`src/rtl/serial_word_rx.sv`:
```
// Serial-to-parallel word receiver. It takes one bit per strobe in either shift direction
// and presents each completed word on Q with a VALID/ACK handshake and a sticky overrun flag.
module serial_word_rx #(
    parameter int WIDTH = 4
) (
    input  logic             CLK,
    input  logic             CLR,
    input  logic             SER,
    input  logic             STB,
    input  logic             DIR,
    input  logic             SYNC,
    input  logic             ACK,
    output logic [WIDTH-1:0] Q,
    output logic             VALID,
    output logic             BUSY,
    output logic             OVF
);

    localparam int CW = $clog2(WIDTH);
    localparam logic [CW-1:0] CNT_LAST = CW'(WIDTH - 1);
    localparam logic [CW-1:0] CNT_ONE  = CW'(1);

    typedef enum logic [0:0] {
        IDLE  = 1'b0,
        SHIFT = 1'b1
    } state_t;

    state_t           state_r;
    logic [CW-1:0]    cnt_r;
    logic [WIDTH-1:0] sr_r;
    logic             ldir_r;
    logic [WIDTH-1:0] q_r;
    logic             valid_r;
    logic             busy_r;
    logic             ovf_r;

    logic             start_s;
    logic             eff_dir_s;
    logic [WIDTH-1:0] sr_base_s;
    logic [CW-1:0]    cnt_base_s;
    logic [WIDTH-1:0] shifted_s;
    logic             complete_s;

    // SYNC restarts framing, so the strobed bit shifts into an empty register as bit 1
    always_comb begin
        start_s    = SYNC || (state_r == IDLE);
        eff_dir_s  = start_s ? DIR : ldir_r;
        sr_base_s  = SYNC ? {WIDTH{1'b0}} : sr_r;
        cnt_base_s = SYNC ? {CW{1'b0}} : cnt_r;
        if (eff_dir_s) begin
            shifted_s = {sr_base_s[WIDTH-2:0], SER};
        end else begin
            shifted_s = {SER, sr_base_s[WIDTH-1:1]};
        end
        complete_s = STB && (cnt_base_s == CNT_LAST);
    end

    // Receive FSM, output register and handshake/overrun flags
    always_ff @(posedge CLK) begin
        if (CLR) begin
            state_r <= IDLE;
            cnt_r   <= {CW{1'b0}};
            sr_r    <= {WIDTH{1'b0}};
            ldir_r  <= 1'b0;
            q_r     <= {WIDTH{1'b0}};
            valid_r <= 1'b0;
            busy_r  <= 1'b0;
            ovf_r   <= 1'b0;
        end else begin
            if (STB) begin
                sr_r   <= shifted_s;
                ldir_r <= eff_dir_s;
                if (complete_s) begin
                    cnt_r   <= {CW{1'b0}};
                    state_r <= IDLE;
                    busy_r  <= 1'b0;
                end else begin
                    cnt_r   <= cnt_base_s + CNT_ONE;
                    state_r <= SHIFT;
                    busy_r  <= 1'b1;
                end
            end else if (SYNC) begin
                cnt_r   <= {CW{1'b0}};
                sr_r    <= {WIDTH{1'b0}};
                state_r <= IDLE;
                busy_r  <= 1'b0;
            end else begin
                cnt_r   <= cnt_r;
                state_r <= state_r;
            end

            // An unacknowledged word is never overwritten; the new one is dropped instead
            if (complete_s && (!valid_r || ACK)) begin
                q_r     <= shifted_s;
                valid_r <= 1'b1;
            end else if (complete_s) begin
                ovf_r   <= 1'b1;
            end else if (valid_r && ACK) begin
                valid_r <= 1'b0;
            end else begin
                valid_r <= valid_r;
            end
        end
    end

    assign Q     = q_r;
    assign VALID = valid_r;
    assign BUSY  = busy_r;
    assign OVF   = ovf_r;

endmodule

```
`config.mk`:
```
export PLATFORM = sky130hd
export DESIGN_NAME = serial_word_rx
export DESIGN_NICKNAME = d
export VERILOG_FILES = /design/src/rtl/serial_word_rx.sv
export SDC_FILE = /design/constraint.sdc
export NUM_CORES = 1
export LEC_CHECK = 0
export CELL_PAD_IN_SITES_DETAIL_PLACEMENT = 0
export CELL_PAD_IN_SITES_GLOBAL_PLACEMENT = 1
export CORE_MARGIN = 4
export CORE_UTILIZATION = 36
export DETAILED_ROUTE_END_ITERATION = 16
export PLACE_DENSITY_LB_ADDON = 0.1
export SLEW_MARGIN = 20
export SYNTH_ARGS = -nofsm -noshare
export SYNTH_HDL_FRONTEND = slang
export SYNTH_SLANG_ARGS = --single-unit
```
`constraint.sdc`:
```
create_clock -name CLK -period 1.8 [get_ports CLK]
set_input_delay 0.45 -clock CLK [delete_from_list [all_inputs] [get_ports CLK]]
set_output_delay 0.45 -clock CLK [all_outputs]
set_load 0.01 [all_outputs]
```
==> results.cfg <==
[run_status]
status = finished, final reports clean

[timing]
finalMaxSlewViolations = 0
fin_crit_ps = 1690
maxSlewHeadroom_pct = 78.4
rsz0062_at_grt = no
worst_slack_ps = 109
setup_violations = 0
fin_skew_ps = 5.64
fin_crit_sh_pct = 93.9
max_freq_mhz = 591
hold_violations = 0
tightestPinTransition_ps = 324
hold_slack_ps = 477

[finish]
post-route-util_pct = 53.3
antenna-diode-count = 0
seq_area_um2 = 282
drive_above_1_share_pct = 23.4
multi_input_area_um2 = 365
final_nets = 103
area_delta_synth_final_pct = 40.0
final_cell_mix = dfxtp_1 (13), clkdlybuf4s50_1 (13), nor2_1 (9), buf_4 (9), mux2i_1 (6)
fillers = 182

[synth]
yosysSeqAreaShare_pct = 42.7
syn_inst = 70
ys_warn_count = 0
synth_area_um2 = 657
yosysUniqueCellTypes = 25
avgSynthCellArea_um2 = 9.38
syn-num-nets = 78
synth_seq_cells = 14

[global_route]
antenna_found_initial = 0
gr-usage-all-layers_pct = 12.7
grt_pass1_wl_um = 2330
grt_pass1_vias = 570
overflow = 0
grt_max_degree = 9

[placement]
pre_cts_slack_ps = -214
dp_hpwl_um = 1110
io_buffers = 13
gp_congestion = 0.792

[worst_setup_path]
cp_slowest_cell = clkdlybuf4s50_1
path_class = flop to primary output
arrival_ps = 1240
cp_max_fo = 5
worst-path-buf-inv = 1
crit_required_ps = 1350
cpPeakStageDelay_ps = 560
critPathTopFamily = buffers and inverters
startpoint_type = flop
crit_chain = clkdlybuf4s50_1
cp-end-kind = primary output

[drt]
top_layer = met4
drt_iter0_drc = 9
route.met2.wl_um = 655
routed-via-count = 578
ant_nets = 0
firstDrtPassIters = 3
vias_per_cell = 4.86
wl_met1_um = 635
met3_length_um = 37
remaining_drc_errors = 0
wl_per_cell_um = 11.6
wl_um = 1380

[pwr]
p_leak_nw = 0.350
irDropWorstVdd_mv = 0.434
power_density_nw_per_um2 = 693

[die]
dieWidth_um = 50.7
die_y_um = 50.7
fp.coreArea_um2 = 1730
dieArea_um2 = 2570
ios = 14
rows = 15
initial_core_util_pct = 38.0

[cts]
cts_sinks = 14
cts_max_level = 1
cts_hold_buf = 0
clk_latency_ps = 280
cts_buffers = 3
clk_path_buf_depth = 2
clkSlewWorstSetupHoldPaths_ps = 80
cts_setup_buffers = 0
cts_root_buf = clkbuf_4
cts_tree = done

[run]
cap_viol_max_count = 0

[hold_path]
hold_class = flop to flop
routing by layer:
metal	GRT usage, %	up-vias
li1	-	298
met1	14.1	266
met2	19.8	9
met3	3.56	5
met4	10.8	0
met5	0	-
area by class of cell:
type | count | area share [%]
Clock buffer | 4 | 3.95
Inverter | 2 | 0.816
Multi-Input combinational cell | 52 | 39.7
Sequential cell | 14 | 30.6
Tap cell | 25 | 3.40
Timing Repair Buffer | 22 | 21.5
metrics by stage:
step           instances  area [µm²]  setup TNS (ps)  power [W]
2_1_floorplan         70         657               0   0.000374
3_3_place_gp         115         877           -1060   0.000418
3_5_place_dp         115         877           -1460   0.000419
4_1_cts              119         915               0   0.000648
5_1_grt              119         920               0   0.000671
6_report             119         920               0   0.000638
registers in the layout (all words and copies together), names as in the netlist:
register,flops
sr_r,4
OVF,1
VALID,1
cnt_r,2
Q,4
BUSY,1
ldir_r,1
cell families after synthesis:
group | count (synthesis) | share of synthesized area (%)
flops | 14 | 42.7
fa+ha+maj | 1 | 1.90
simple gates | 26 | 23.4
buf+inv | 4 | 2.48
mux | 7 | 10.9
xor+xnor | 1 | 1.33
compound gates | 17 | 17.3
cell usage after synthesis:
cell type / n / area share, %
nand2b_4: 1 / 2.1
o21ai_1: 1 / 0.76
nand2b_1: 3 / 2.9
ha_1: 1 / 1.9
inv_1: 2 / 1.1
buf_1: 1 / 0.57
nor4b_2: 1 / 2.3
nor2b_1: 1 / 0.95
nand2_1: 4 / 2.3
nand3b_1: 3 / 3.4
mux2i_1: 6 / 9.1
a31oi_1: 3 / 2.9
buf_2: 1 / 0.76
mux2_2: 1 / 1.7
a211oi_2: 2 / 3.8
nor2_2: 1 / 0.95
nand3_1: 1 / 0.76
o32ai_1: 2 / 2.7
a21oi_1: 5 / 3.8
dfxtp_1: 14 / 43
xnor2_1: 1 / 1.3
o21a_1: 1 / 1.1
nor2_1: 9 / 5.1
and2b_2: 2 / 2.7
o21ai_0: 3 / 2.3
path summary, 6_finish.rpt:
check	cells past startpoint	slack, ps	from	end
hold reg to reg	2	480	OVF	OVF
setup / recovery	1	110	BUSY	BUSY
hold / removal	2	480	OVF	OVF
setup reg to reg	5	560	cnt_r[0]	BUSY
where the power goes:
part | total (W) | internal (W) | switching, W | leakage, nW
Clock | 0.000227 | 0.000123 | 0.000104 | 0.0210
Sequential | 0.000327 | 0.000319 | 0.00000801 | 0.114
Combinational | 0.0000840 | 0.0000474 | 0.0000366 | 0.215
what timing repair did:
| item | in CTS | in global routing |
|---|---|---|
| gates resized for setup | 1 | 1 |
| hold endpoints to repair | 0 | 0 |
| setup endpoints to repair | 1 | 4 |
No activity file was read; power rests on OpenSTA's default activity.
